--- config.mk ---
export PLATFORM = sky130hd
export DESIGN_NAME = serial_frame_rx
export DESIGN_NICKNAME = d
export VERILOG_FILES = /design/src/rtl/serial_frame_rx_pkg.sv /design/src/rtl/serial_frame_rx_hold_buf.sv /design/src/rtl/serial_frame_rx.sv
export SDC_FILE = /design/constraint.sdc
export NUM_CORES = 1
export LEC_CHECK = 0
export ABC_AREA = 0
export CAP_MARGIN = 5
export CORE_ASPECT_RATIO = 0.7
export CORE_MARGIN = 4
export CORE_UTILIZATION = 47
export DETAILED_ROUTE_END_ITERATION = 10
export MAX_ROUTING_LAYER = met4
export PLACE_DENSITY = 0.74
export SLEW_MARGIN = 20
export SYNTH_ARGS = -nofsm -noshare
export SYNTH_HDL_FRONTEND = slang
export SYNTH_SLANG_ARGS = --single-unit
--- constraint.sdc ---
create_clock -name clk -period 1.45 [get_ports clk]
set_input_delay 0.29 -clock clk [delete_from_list [all_inputs] [get_ports clk]]
set_output_delay 0.29 -clock clk [all_outputs]
set_load 0.01 [all_outputs]
--- src/rtl/serial_frame_rx_pkg.sv ---
// Shared types and framing constants for the serial frame receiver.
package serial_frame_pkg;

    typedef enum logic [1:0] {
        IDLE   = 2'd0,
        DATA   = 2'd1,
        PARITY = 2'd2,
        STOP   = 2'd3
    } state_t;

    localparam logic START_BIT = 1'b0;
    localparam logic STOP_BIT  = 1'b1;

    // Even parity over a word of up to 16 bits; unused upper bits must be zero.
    function automatic logic even_parity16(input logic [15:0] word);
        return ^word;
    endfunction

endpackage

--- src/rtl/serial_frame_rx_hold_buf.sv ---
// One-entry valid/ready holding register; flags overrun when a word arrives while full.
module rx_hold_buf #(
    parameter int W = 9
) (
    input  logic         clk,
    input  logic         clr,
    input  logic         load,
    input  logic [W-1:0] data_in,
    input  logic         ready,
    output logic [W-1:0] data,
    output logic         valid,
    output logic         overrun
);

    logic [W-1:0] data_r;
    logic         valid_r;
    logic         overrun_r;
    logic         drain_s;

    // Consumer takes the current word on this edge.
    always_comb begin
        drain_s = 1'b0;
        if (valid_r && ready) begin
            drain_s = 1'b1;
        end else begin
            drain_s = 1'b0;
        end
    end

    // Load, drain and overrun bookkeeping; a load on a draining edge replaces the word.
    always_ff @(posedge clk or negedge clr) begin
        if (!clr) begin
            data_r    <= '0;
            valid_r   <= 1'b0;
            overrun_r <= 1'b0;
        end else if (load) begin
            if (!valid_r || drain_s) begin
                data_r    <= data_in;
                valid_r   <= 1'b1;
                overrun_r <= 1'b0;
            end else begin
                overrun_r <= 1'b1;
            end
        end else begin
            overrun_r <= 1'b0;
            if (drain_s) begin
                valid_r <= 1'b0;
            end else begin
                valid_r <= valid_r;
            end
        end
    end

    assign data    = data_r;
    assign valid   = valid_r;
    assign overrun = overrun_r;

endmodule

--- src/rtl/serial_frame_rx.sv ---
// Strobed serial frame receiver: start, LSB-first data, optional even parity, stop.
module serial_frame_rx
    import serial_frame_pkg::*;
#(
    parameter int DATA_W    = 8,
    parameter bit PARITY_EN = 1'b1
) (
    input  logic              clk,
    input  logic              clr,
    input  logic              din,
    input  logic              en,
    output logic [DATA_W-1:0] dout,
    output logic              dout_valid,
    input  logic              dout_ready,
    output logic              parity_err,
    output logic              frame_err,
    output logic              overrun,
    output logic              busy
);

    localparam int CNT_W = (DATA_W > 2) ? $clog2(DATA_W) : 1;

    state_t            state_r;
    logic [CNT_W-1:0]  bit_cnt_r;
    logic [DATA_W-1:0] shift_r;
    logic              par_bit_r;
    logic              frame_err_r;
    logic              busy_r;
    logic              load_s;
    logic              perr_s;
    logic [DATA_W:0]   buf_q_s;

    // A good stop bit hands the assembled word to the holding buffer on the same edge.
    always_comb begin
        load_s = 1'b0;
        perr_s = 1'b0;
        if (en && (state_r == STOP) && (din == STOP_BIT)) begin
            load_s = 1'b1;
        end else begin
            load_s = 1'b0;
        end
        if (PARITY_EN) begin
            perr_s = even_parity16(16'(shift_r)) ^ par_bit_r;
        end else begin
            perr_s = 1'b0;
        end
    end

    // Framing FSM with shift register, bit counter and registered status pulses.
    always_ff @(posedge clk or negedge clr) begin
        if (!clr) begin
            state_r     <= IDLE;
            bit_cnt_r   <= '0;
            shift_r     <= '0;
            par_bit_r   <= 1'b0;
            frame_err_r <= 1'b0;
            busy_r      <= 1'b0;
        end else begin
            frame_err_r <= 1'b0;
            if (en) begin
                case (state_r)
                    IDLE: begin
                        if (din == START_BIT) begin
                            state_r   <= DATA;
                            bit_cnt_r <= '0;
                            busy_r    <= 1'b1;
                        end
                    end
                    DATA: begin
                        shift_r <= {din, shift_r[DATA_W-1:1]};
                        if (bit_cnt_r == CNT_W'(DATA_W - 1)) begin
                            bit_cnt_r <= '0;
                            state_r   <= PARITY_EN ? PARITY : STOP;
                        end else begin
                            bit_cnt_r <= bit_cnt_r + CNT_W'(1);
                        end
                    end
                    PARITY: begin
                        par_bit_r <= din;
                        state_r   <= STOP;
                    end
                    STOP: begin
                        frame_err_r <= (din != STOP_BIT);
                        state_r     <= IDLE;
                        busy_r      <= 1'b0;
                    end
                    default: begin
                        state_r <= IDLE;
                        busy_r  <= 1'b0;
                    end
                endcase
            end
        end
    end

    rx_hold_buf #(.W(DATA_W + 1)) u_hold_buf (
        .clk     (clk),
        .clr     (clr),
        .load    (load_s),
        .data_in ({perr_s, shift_r}),
        .ready   (dout_ready),
        .data    (buf_q_s),
        .valid   (dout_valid),
        .overrun (overrun)
    );

    assign dout       = buf_q_s[DATA_W-1:0];
    assign parity_err = buf_q_s[DATA_W];
    assign frame_err  = frame_err_r;
    assign busy       = busy_r;

endmodule

After elaboration in Yosys (flattened, before gate mapping)
Cells that the tools add are included.
{"block": "word_totals", "input_bits": 5, "regBits": 27, "output_inout_bits": 13}
{"block": "classes", "reduce_logical": 17, "eq_ne": 7, "bitwise": 2, "n_mux": 17, "n_addsub": 1}
{"op": "parity 16 bit", "n": 1}
{"op": "2-to-1 mux 1 bit", "n": 10}
{"op": "AND reduction 3 bit", "n": 3}
{"op": "one-hot mux 2 bit (4 select lines)", "n": 1}
{"op": "AND reduction 2 bit", "n": 4}
{"op": "2-to-1 mux 3 bit", "n": 2}
{"op": "one-hot mux 3 bit (2 select lines)", "n": 1}
{"op": "nonzero test 2 bit", "n": 3}
{"op": "== test 2 bit (second input constant)", "n": 2}
{"op": "2-to-1 mux 2 bit", "n": 2}
{"op": "inequality test 2 bit (second input constant)", "n": 2}
{"op": "adder 3 x 1 -> 3 bit (second input constant)", "n": 1}
{"op": "== test 3 bit (second input constant)", "n": 1}
{"op": "logical AND 1 bit", "n": 3}
{"op": "== test 2 x 1 -> 1 bit (second input constant)", "n": 1}
{"op": "logical NOT 2 bit", "n": 1}
{"op": "inequality test 2 x 1 -> 1 bit (second input constant)", "n": 1}
{"op": "one-hot mux 1 bit (2 select lines)", "n": 1}
{"op": "logical NOT 1 bit", "n": 1}
{"op": "logical OR 1 bit", "n": 1}
{"op": "inverter 1 bit", "n": 1}
{"op": "XOR 1 bit", "n": 1}

Logic depth before layout (Yosys ltp)
Gate-level depths: netlist (run 1).
{"block": "logic_depth", "word_depth": 6, "ltp_mapped": 6, "depth_no_buf": 6}

Modules after synthesis
A second synthesis (run 1) with hierarchy kept.
{"block": "hier_totals", "cells_unflattened": 87, "area_unflattened_um2": 1231.2}
{"mod": "serial_frame_rx", "area_per_inst_um2": 818.3, "n_inst": 1, "cells_each": 62}
{"mod": "rx_hold_buf", "area_per_inst_um2": 412.9, "n_inst": 1, "cells_each": 25}

Least setup slack after synthesis (run 1)
No wires, ideal clock.
{"block": "synth_timing", "path_type": "register to register", "from": "reg bit_cnt_r[0]", "to": "reg state_r[1]", "setup_ns": 0.125, "required_time_ns": 1.325, "path_buffers": 0, "stages_incl_launch_ff": 6, "slack_ns": -0.034, "arrival_ns": 1.360, "synth_period_minus_slack_ns": 1.484, "path_cell_list": "dfrtp_1 > ha_1 > ha_1 > nor2b_1 > nand2b_1 > mux2_2"}
{"block": "synth_between", "elab_chain_len": 3}
{"item": "from (decl)", "line_no": "serial_frame_rx.sv:24", "source": "logic [CNT_W-1:0] bit_cnt_r;"}
{"item": "from (signal assigned)", "line_no": "serial_frame_rx.sv:75", "source": "bit_cnt_r <= bit_cnt_r + CNT_W'(1);"}
{"item": "== test 3 bit", "line_no": "serial_frame_rx.sv:71", "source": "if (bit_cnt_r == CNT_W'(DATA_W - 1)) begin"}
{"item": "inequality test 2 bit (no source line)"}
{"item": "AND reduction 3 bit (no source line)"}
{"item": "to (signal assigned)", "line_no": "serial_frame_rx.sv:73", "source": "state_r <= PARITY_EN ? PARITY : STOP;"}
{"item": "to (decl)", "line_no": "serial_frame_rx.sv:23", "source": "state_t state_r;"}
No other way between the ends.
A chain may end at the register's enable or synchronous reset.

Worst setup path in the final report (run 1)
{"block": "layout_timing", "from": "reg shift_r[4]", "to": "reg u_hold_buf.data_r[8], in the netlist u_hold_buf.data[8]"}
{"block": "layout_between", "elab_chain_len": 2}
{"item": "from (decl)", "line_no": "serial_frame_rx.sv:25", "source": "logic [DATA_W-1:0] shift_r;"}
{"item": "from (signal assigned)", "line_no": "serial_frame_rx.sv:70", "source": "shift_r <= {din, shift_r[DATA_W-1:1]};"}
{"item": "parity 16 bit", "line_no": "serial_frame_rx_pkg.sv:16", "source": "return ^word;"}
{"item": "XOR 1 bit", "line_no": "serial_frame_rx.sv:43", "source": "perr_s = even_parity16(16'(shift_r)) ^ par_bit_r;"}
{"item": "to (signal assigned)", "line_no": "serial_frame_rx_hold_buf.sv:38", "source": "data_r <= data_in;"}
{"item": "to (decl)", "line_no": "serial_frame_rx_hold_buf.sv:15", "source": "logic [W-1:0] data_r;"}
No other way between the ends.

==> results of run 1 <==
==> flip-flops by register name, summed over array words and instances, names as in the netlist <==
signal              cells
bit_cnt_r               3
busy                    1
frame_err               1
par_bit_r               1
shift_r                 8
state_r                 2
u_hold_buf.data         9
u_hold_buf.overrun      1
u_hold_buf.valid        1
==> metrics by stage <==
step / instance area [um2] / total power [mW] / instances / TNS [ns] / hold slack (ns)
6_report: 1720 / 3.59 / 164 / -0.294 / 0.321
5_1_grt: 1720 / 3.84 / 164 / -0.965 / 0.347
4_1_cts: 1600 / 3.27 / 162 / -0.345 / 0.329
3_5_place_dp: 1540 / 2.93 / 153 / -4.84 / 0.495
3_3_place_gp: 1540 / 2.85 / 153 / -4.39 / 0.479
2_1_floorplan: 1200 / 2.22 / 88 / 0 / -0.00559
==> cells by family after synthesis <==
kind of cell | after synthesis | synth area share (%)
DFF | 27 | 56.6
muxes | 17 | 16.4
and+or+nand+nor | 15 | 5.97
AOI/OAI and AO/OA | 10 | 5.77
xor gates and xnor gates | 7 | 6.29
adders and majority gates | 7 | 7.34
buffers and inverters | 5 | 1.68
==> layer usage <==
layer / vias to the layer above / track usage (%) / wire [um]
met1: 416 / 19.9 / 1210
met2: 18 / 25.4 / 1250
met5: - / - / 0
met3: 6 / 5.36 / 96
li1: 396 / - / -
met4: 0 / 1.98 / 37
==> worst max path at each step <==
stage,slack [ns],start,cells after the start,end
after floorplan,0.002,state_r[0]$_DFFE_PN0P_,5,bit_cnt_r[2]$_DFFE_PN0P_
after detailed placement,-0.28,en,5,u_hold_buf.data[4]$_DFFE_PN0P_
after global routing,-0.11,shift_r[4]$_DFFE_PN0P_,4,u_hold_buf.data[8]$_DFFE_PN0P_
after global placement,-0.25,en,5,u_hold_buf.data[3]$_DFFE_PN0P_
final,-0.05,shift_r[4]$_DFFE_PN0P_,4,u_hold_buf.data[8]$_DFFE_PN0P_
after CTS,-0.05,shift_r[4]$_DFFE_PN0P_,4,u_hold_buf.data[8]$_DFFE_PN0P_
==> layout by cell type (no fill, tap or decap), types with 4 or more instances in the layout <==
cell type,synthesis,final
xnor2_1,5,4
dlygate4sd2_1,0,13
dfrtp_1,27,27
clkdlybuf4s50_1,0,4
mux2_2,16,7
nand2_1,7,6
buf_4,0,22
mux2_4,1,10
==> power groups by stage <==
stage	clock (mW)	combinational, mW	sequential (mW)
after floorplan	0	0.913	1.31
after global placement	0	1.59	1.26
after detailed placement	0	1.64	1.29
after CTS	0.330	1.68	1.25
after global routing	0.363	2.15	1.33
final	0.317	1.99	1.28
==> what timing repair did <==
| action | 4_1_cts | 5_1_grt |
|---|---|---|
| resized for setup | 19 | 24 |
| pin swaps | 2 | 2 |
| endpoints found under the setup margin | 32 | 14 |
| endpoints found under the hold margin | 0 | 0 |
| setup buffers | 5 | 2 |
==> worst max-delay path: cells and delay by family (launching register included) <==
| kind | cells | cell delay, ns |
|---|---|---|
| flops | 1 | 0.43 |
| xor+xnor | 3 | 0.72 |
| mux | 1 | 0.25 |
==> cell type report <==
class	instances	share of cell area (%)
Clock buffer	4	1.53
Timing Repair Buffer	41	19.8
Multi-Input combinational cell	56	36.2
Inverter	4	0.872
Tap cell	32	2.33
Sequential cell	27	39.2
==> impl_metrics.ini, run 1 <==
[critical_path]
crit_type = flop to flop
cp.required_ns = 1.67
reg2reg_depth = 4
cp-end-kind = flop
max_stage_delay_ns = 0.43
r2r-end = u_hold_buf.data[8]$_DFFE_PN0P_
reg2reg_slack_ns = -0.05
path_cells = xnor2_2 > xnor3_1 > xnor2_1 > mux2_4
regToRegStartpoint = shift_r[4]$_DFFE_PN0P_
cp_data_arrival_time_ns = 1.72
start_kind = flop
worstPathMaxFanout = 2
slowest_stage = dfrtp_1

[logic_synthesis]
netlist_top_cells_count = dfrtp_1, mux2_2, ha_1, nand2_1, xnor2_1
syn_nets = 100
syn_area_mm2 = 0.00119
synthCells = 88
synth.most_common_cell = dfrtp_1
synth_seq_cells = 27
avgSynthCellArea_um2 = 13.6
synth-main-ff-cell = dfrtp_1
ys_seq_area_share_pct = 56.6
synth_top_cell_by_area = dfrtp_1
synth_top_area_share_pct = 56.6
yosys_warnings = 0
async_flop_share_pct = 100
ys_types = 22
synth_edf_count = 0
synthTopCellsByArea = dfrtp_1, mux2_2, ha_1

[route]
vias_per_cell = 5.10
drc = 0
wl_mm = 2.60
vias = 836
postRouteAntennaNets = 0
post_drt_wl_per_cell_um = 15.8
drt_iter0_markers = 34
first_pass_iters = 4

[timing]
slew_headroom_pct = 77.7
finalClockSkew_ns = 0.00261
worst_pin_slew_ns = 0.335
timing.final.crit_share_pct = 103
finalSetupViolCount = 9
fmax_mhz = 667
setup_ws_ns = -0.0484
rsz0062_at_grt = true
drv_slew = 0
finalHoldViolCount = 0
fin_crit_ns = 1.50

[power_and_ir_drop]
combinationalPowerShare_pct = 55.5
p_switching_mw = 1.22
pwr-share-seq_pct = 35.7
swShare_pct = 34.0
peakVddDrop_uv = 1290
p_leak_nw = 0.871
power_density_mw_per_mm2 = 2080
p_int_mw = 2.37
p_clk_share_pct = 8.8

[placed_design]
dp_slack_ns = -0.281
dp_hpwl_mm = 1.73
gp_congestion = 0.776
portBuffers = 17

[min_path]
hp-class = primary input to asynchronous set/reset pin

[floorplanning]
initial_core_util_pct = 52.4
ios = 18
dieArea_mm2 = 0.00342
num_rows = 14
fp.dieW_um = 68.2
coreArea_mm2 = 0.00228
die_y_um = 50.2

[grt]
grt_max_degree = 28
overflow = 0
grtUsageTotal_pct = 15.8
grt_first_pass_wirelength_mm = 3.89
antenna_found_initial = 0
grt_pass1_vias = 838

[clocking]
cts_buffer_depth = 2
htreeDepth = 1
clkTransAtPathRegs_ns = 0.13
cts_root_buffer = clkbuf_4
cts_sinks = 27
insertion_delay_ns = 0.32
cts_buffers = 3
cts_hold_buf = 0
cts_tree = done

[finish]
regArea_um2 = 676
multi_input_area_um2 = 623
fillerInstances = 152
postLayoutCoreUtil_pct = 75.6
antennaDiodeCount = 0
area_delta_synth_final_pct = 44.2
nets = 145
drive_above_1_share_pct = 45.5

[flow_run]
drv_cap = 0

[run_status]
violations = negative setup slack
outcome = complete, but fails checks
(Power assumes the default switching activity.)
==> inputs of run 2 (changes only) <==
--- a/config.mk
+++ b/config.mk
@@ -9,11 +9,11 @@
 export CAP_MARGIN = 5
 export CORE_ASPECT_RATIO = 0.7
 export CORE_MARGIN = 4
-export CORE_UTILIZATION = 47
+export CORE_UTILIZATION = 52
 export DETAILED_ROUTE_END_ITERATION = 10
 export MAX_ROUTING_LAYER = met4
-export PLACE_DENSITY = 0.74
-export SLEW_MARGIN = 20
+export PLACE_DENSITY = 0.77
+export SLEW_MARGIN = 30
 export SYNTH_ARGS = -nofsm -noshare
 export SYNTH_HDL_FRONTEND = slang
 export SYNTH_SLANG_ARGS = --single-unit
==> constraint.sdc (replaced) <==
create_clock -name clk -period 1.6 [get_ports clk]
set_input_delay 0.32 -clock clk [delete_from_list [all_inputs] [get_ports clk]]
set_output_delay 0.32 -clock clk [all_outputs]
set_load 0.01 [all_outputs]
==> run 2 against run 1 <==
Net effect: the flow now finishes without violations; utilization down 2.4 points; count of clock-buffer cells in the layout down 1; critical path type unchanged; non-clock buffer count down 10; flip-flop and latch count unchanged; register-to-register slack better by 0.10 ns; cell count down 6.1%; sequential power down 10%; first-iteration DRC count down 32%; clock power down 9.5%; largest power group unchanged; die area down 8.3%; total power down 20%.
==> impl_metrics.ini, run 2 (synthesis gave the netlist of run 1 again) <==
[timing]
finalClockSkew_ns = 0.0116
finalHoldViolCount = 0
hold-worst-slack_ns = 0.352
rsz0062_at_grt = true
fmax_mhz = 646
slew_headroom_pct = 76.7
drv_slew = 0
timing.final.crit_share_pct = 96.8
finalSetupViolCount = 0
fin_crit_ns = 1.55
worst_pin_slew_ns = 0.349

[grt]
overflow = 0
grt_max_degree = 28
grt_first_pass_wirelength_mm = 3.34
antenna_found_initial = 0
grtUsageTotal_pct = 15.5
grt_pass1_vias = 731

[critical_path]
worstPathMaxFanout = 3
crit_type = flop to flop
start_kind = flop
cp-end-kind = flop
cp_data_arrival_time_ns = 1.76
cp.required_ns = 1.82

[floorplanning]
initial_core_util_pct = 55.0
ios = 18
coreArea_mm2 = 0.00217
die_y_um = 48.1
num_rows = 14
dieArea_mm2 = 0.00314
fp.dieW_um = 65.3

[clocking]
clkTransAtPathRegs_ns = 0.15
cts_tree = done
cts_buffer_depth = 2
cts_root_buffer = clkbuf_4
cts_hold_buf = 0
htreeDepth = 1
cts_sinks = 27
insertion_delay_ns = 0.32
cts_buffers = 3

[route]
vias = 767
post_drt_wl_per_cell_um = 14.6
wl_mm = 2.25
vias_per_cell = 4.98
postRouteAntennaNets = 0
first_pass_iters = 4
drt_iter0_markers = 23
drc = 0

[min_path]
hp-class = primary input to asynchronous set/reset pin

[finish]
antennaDiodeCount = 0
drive_above_1_share_pct = 32.8
nets = 135
largest_register_ffs = 9
area_delta_synth_final_pct = 33.2
final_common_cell = dfrtp_1
postLayoutCoreUtil_pct = 73.2
fillerInstances = 179
layout_common_cells = dfrtp_1, mux2_2, buf_4

[power_and_ir_drop]
p_leak_nw = 0.917
peakVddDrop_uv = 1020
power_density_mw_per_mm2 = 1810
total_power_mw = 2.88

[placed_design]
gp_congestion = 0.770
dp_hpwl_mm = 1.64
portBuffers = 17

[flow_run]
drv_cap = 0

[run_status]
outcome = finished clean
run 2: cell types whose count changed in the layout (fill, tap and decap cells not counted), sizes merged:
cell | previous run | this run
clkbuf | 4 | 3
dlygate4sd2 | 13 | 0
clkdlybuf4s50 | 4 | 6
dlymetal6s2s | 0 | 11
clkinv | 0 | 1
buf | 24 | 14
run 2: metal layers:
layer / up-vias / global-route usage [%] / share of wire [%]
met5: - / - / 0
li1: 371 / - / -
met3: 2 / 4.93 / 4.2
met1: 372 / 19.9 / 47
met2: 22 / 24.1 / 48
met4: 0 / 3.72 / 1.2
run 2: worst paths after layout:
kind                       cells after the start  slack (ns)                      startpoint                              to
min reg2reg                                    1        0.52  u_hold_buf.data[4]$_DFFE_PN0P_  u_hold_buf.data[4]$_DFFE_PN0P_
min in group clk                               1        0.52  u_hold_buf.data[4]$_DFFE_PN0P_  u_hold_buf.data[4]$_DFFE_PN0P_
max in group asynchronous                      2        0.99                             clr  u_hold_buf.data[7]$_DFFE_PN0P_
max reg2reg                                    5        0.05        bit_cnt_r[0]$_DFFE_PN0P_          state_r[1]$_DFFE_PN0P_
max                                            5        0.05        bit_cnt_r[0]$_DFFE_PN0P_          state_r[1]$_DFFE_PN0P_
min                                            2        0.35                             clr  u_hold_buf.data[0]$_DFFE_PN0P_
run 2: final cells by class:
type	count	area, um2	share of cell area (%)
repair buffers	31	307	19.3
well taps	32	40.0	2.52
inverters	4	15.0	0.944
clock inverters	1	5.00	0.315
clock buffers	3	22.5	1.42
multi-input cells	56	526	33.0
flip-flops and latches	27	676	42.5
run 2: metrics by stage:
stage | instances | setup slack (ns) | instance area (um2) | TNS (ns)
global placement | 147 | -0.137 | 1480 | -1.20
global route | 154 | -0.0408 | 1590 | -0.0971
detailed placement | 147 | -0.176 | 1480 | -1.77
finish | 154 | 0.0514 | 1590 | 0
floorplan | 88 | 0.116 | 1190 | 0
CTS | 151 | -0.0117 | 1510 | -0.0117
run 2: worst max-delay path: stages, from the launching register on:
cell and delay [ns]:
dfrtp_1 0.41, ha_1 0.21, ha_2 0.18, nor2b_2 0.16
nand2b_4 0.16, mux2_2 0.32
run 2: power by group:
group	internal [mW]	switching (mW)	total, mW
sequential	0.952	0.202	1.15
clock	0.0936	0.193	0.287
combinational	0.878	0.559	1.44
run 2: what timing repair did:
action / CTS / global route
pin swaps: 0 / 2
resized for setup: 1 / 17
buffers inserted: 0 / 3
setup endpoints to repair: 1 / 24
==> inputs of run 3 (changes only) <==
--- a/config.mk
+++ b/config.mk
@@ -5,11 +5,11 @@
 export SDC_FILE = /design/constraint.sdc
 export NUM_CORES = 1
 export LEC_CHECK = 0
-export ABC_AREA = 0
+export ABC_AREA = 1
 export CAP_MARGIN = 5
 export CORE_ASPECT_RATIO = 0.7
 export CORE_MARGIN = 4
-export CORE_UTILIZATION = 52
+export CORE_UTILIZATION = 53
 export DETAILED_ROUTE_END_ITERATION = 10
 export MAX_ROUTING_LAYER = met4
 export PLACE_DENSITY = 0.77
==> run 3 against run 2 <==
Net effect: clock power increased by 2%; wire length is 17% higher; flip-flop and latch count unchanged; sequential power hardly changed; hold slack lost 0.0092 ns; utilization decreased by 2.8 points; critical path depth decreased by 4; critical endpoint is now dout[5]; largest power group unchanged.
==> impl_metrics.ini, run 3 <==
[route]
wl_mm = 2.63
postRouteAntennaNets = 0
drc = 0
vias_per_cell = 4.99
drt_iter0_markers = 87
post_drt_wl_per_cell_um = 12.7
first_pass_iters = 4
vias = 1033

[critical_path]
cp_data_arrival_time_ns = 1.22
critPathTopFamily = buffers and inverters
path_cells = clkdlybuf4s50_1
reg2reg_slack_ns = 0.19
cp.required_ns = 1.28
crit_type = flop to output pin
cp-end-kind = output pin
start_kind = flop
slowest_stage = clkdlybuf4s50_1
max_stage_delay_ns = 0.54
worstPathMaxFanout = 2
path_buf_inv = 1

[finish]
layout_common_cells = nand2_1, dfrtp_1, inv_1
multi_input_area_um2 = 538
area_delta_synth_final_pct = 19.8
fillerInstances = 179
final_common_cell = nand2_1
antennaDiodeCount = 0
largest_register_ffs = 9
drive_above_1_share_pct = 11.4
final_cells = 207
regArea_um2 = 676
nets = 188

[floorplanning]
fp.dieW_um = 68.1
coreArea_mm2 = 0.00228
initial_core_util_pct = 58.8
die_y_um = 50.1
num_rows = 14
ios = 18
dieArea_mm2 = 0.00341

[clocking]
cts_tree = done
cts_root_buffer = clkbuf_4
insertion_delay_ns = 0.33
cts_buffer_depth = 2
htreeDepth = 1
cts_hold_buf = 0
clkTransAtPathRegs_ns = 0.14
cts_buffers = 3
cts_sinks = 27

[run_status]
outcome = finished clean

[logic_synthesis]
avgSynthCellArea_um2 = 8.81
synth_seq_cells = 27
synth.most_common_cell = nand2_1
syn_area_mm2 = 0.00134
netlist_top_cells_count = nand2_1, dfrtp_1, inv_1
synth_top_cell_by_area = dfrtp_1
async_flop_share_pct = 100
synthTopCellsByArea = dfrtp_1, nand2_1, ha_1
synth_top_area_share_pct = 50.5
syn_nets = 164
ys_seq_area_share_pct = 50.5
synth_edf_count = 0
synth-main-ff-cell = dfrtp_1
synthCells = 152
ys_types = 18
yosys_warnings = 0

[grt]
grtUsageTotal_pct = 17.8
grt_max_degree = 28
gr-usage-met3_pct = 4.77
grt_busiest_layer = met2
gr-usage-met2_pct = 27.7
overflow = 0
grt_pass1_vias = 981
antenna_found_initial = 0
grt_use_met1_pct = 23.2
grt_first_pass_wirelength_mm = 4.43

[placed_design]
gp_congestion = 0.760
placed_cells = 202
dp_hpwl_mm = 1.96
portBuffers = 17

[timing]
worst_pin_slew_ns = 0.343
rsz0062_at_grt = false
drv_slew = 0
timing.final.crit_share_pct = 96.1
fin_setup_tns_ns = 0
finalHoldViolCount = 0
fmax_mhz = 650
slew_headroom_pct = 77.1
finalClockSkew_ns = 0.00896
fin_crit_ns = 1.54
finalSetupViolCount = 0

[power_and_ir_drop]
p_leak_nw = 0.967
power_density_mw_per_mm2 = 1690
peakVddDrop_uv = 943
total_power_mw = 2.71

[flow_run]
drv_cap = 0

[min_path]
hp-class = primary input to asynchronous set/reset pin
[run 3: report_power, final]
part	internal [mW]	total (mW)	switching, mW
Sequential	0.943	1.14	0.193
Combinational	0.534	1.28	0.746
Clock	0.0978	0.293	0.195
Total	1.57	2.71	1.13
[run 3: worst paths after layout]
check	start	endpoint	depth (start not counted)
setup / recovery	u_hold_buf.data[5]$_DFFE_PN0P_	dout[5]	1
hold reg to reg	u_hold_buf.data[3]$_DFFE_PN0P_	u_hold_buf.data[3]$_DFFE_PN0P_	2
setup reg to reg	bit_cnt_r[0]$_DFFE_PN0P_	state_r[0]$_DFFE_PN0P_	6
hold / removal	clr	u_hold_buf.data[4]$_DFFE_PN0P_	2
min in group clk	u_hold_buf.data[3]$_DFFE_PN0P_	u_hold_buf.data[3]$_DFFE_PN0P_	2
max in group asynchronous	clr	frame_err$_DFF_PN0_	2
[run 3: kinds of logic after synthesis]
| logic type | count (synthesis) | synth area share, % |
|---|---|---|
| compound gates | 24 | 11.3 |
| flops | 27 | 50.5 |
| xor+xnor | 1 | 0.654 |
| fa+ha+maj | 7 | 6.54 |
| buf+inv | 26 | 9.35 |
| simple gates | 67 | 21.7 |
[run 3: area by class of cell]
cell class / count / share of cell area, %
repair buffers: 22 / 14.7
flip-flops and latches: 27 / 42.1
inverters: 23 / 5.54
multi-input cells: 99 / 33.5
clock buffers: 4 / 1.64
well taps: 32 / 2.50
[run 3: repair_timing]
| action | CTS | global route |
|---|---|---|
| setup buffers | 1 | 0 |
| hold endpoints to repair | 0 | 0 |
| gates resized for setup | 0 | 11 |
| setup endpoints to repair | 1 | 11 |
[run 3: per-stage QoR]
stage	hold slack (ns)	util, %	worst slack (ns)	area, um2
CTS	0.345	69.2	0.0212	1580
global placement	0.468	67.7	0.0429	1540
floorplan	0.0244	-	0.375	1340
detailed placement	0.475	67.7	-0.0314	1540
global route	0.343	70.4	0.0115	1600
finish	0.343	70.4	0.0625	1600
[run 3: routing by layer]
metal  up-vias  wire length [um]
met5         -                 0
met4         0                19
met3         5               143
met2        30              1260
met1       477              1210
li1        521                 -
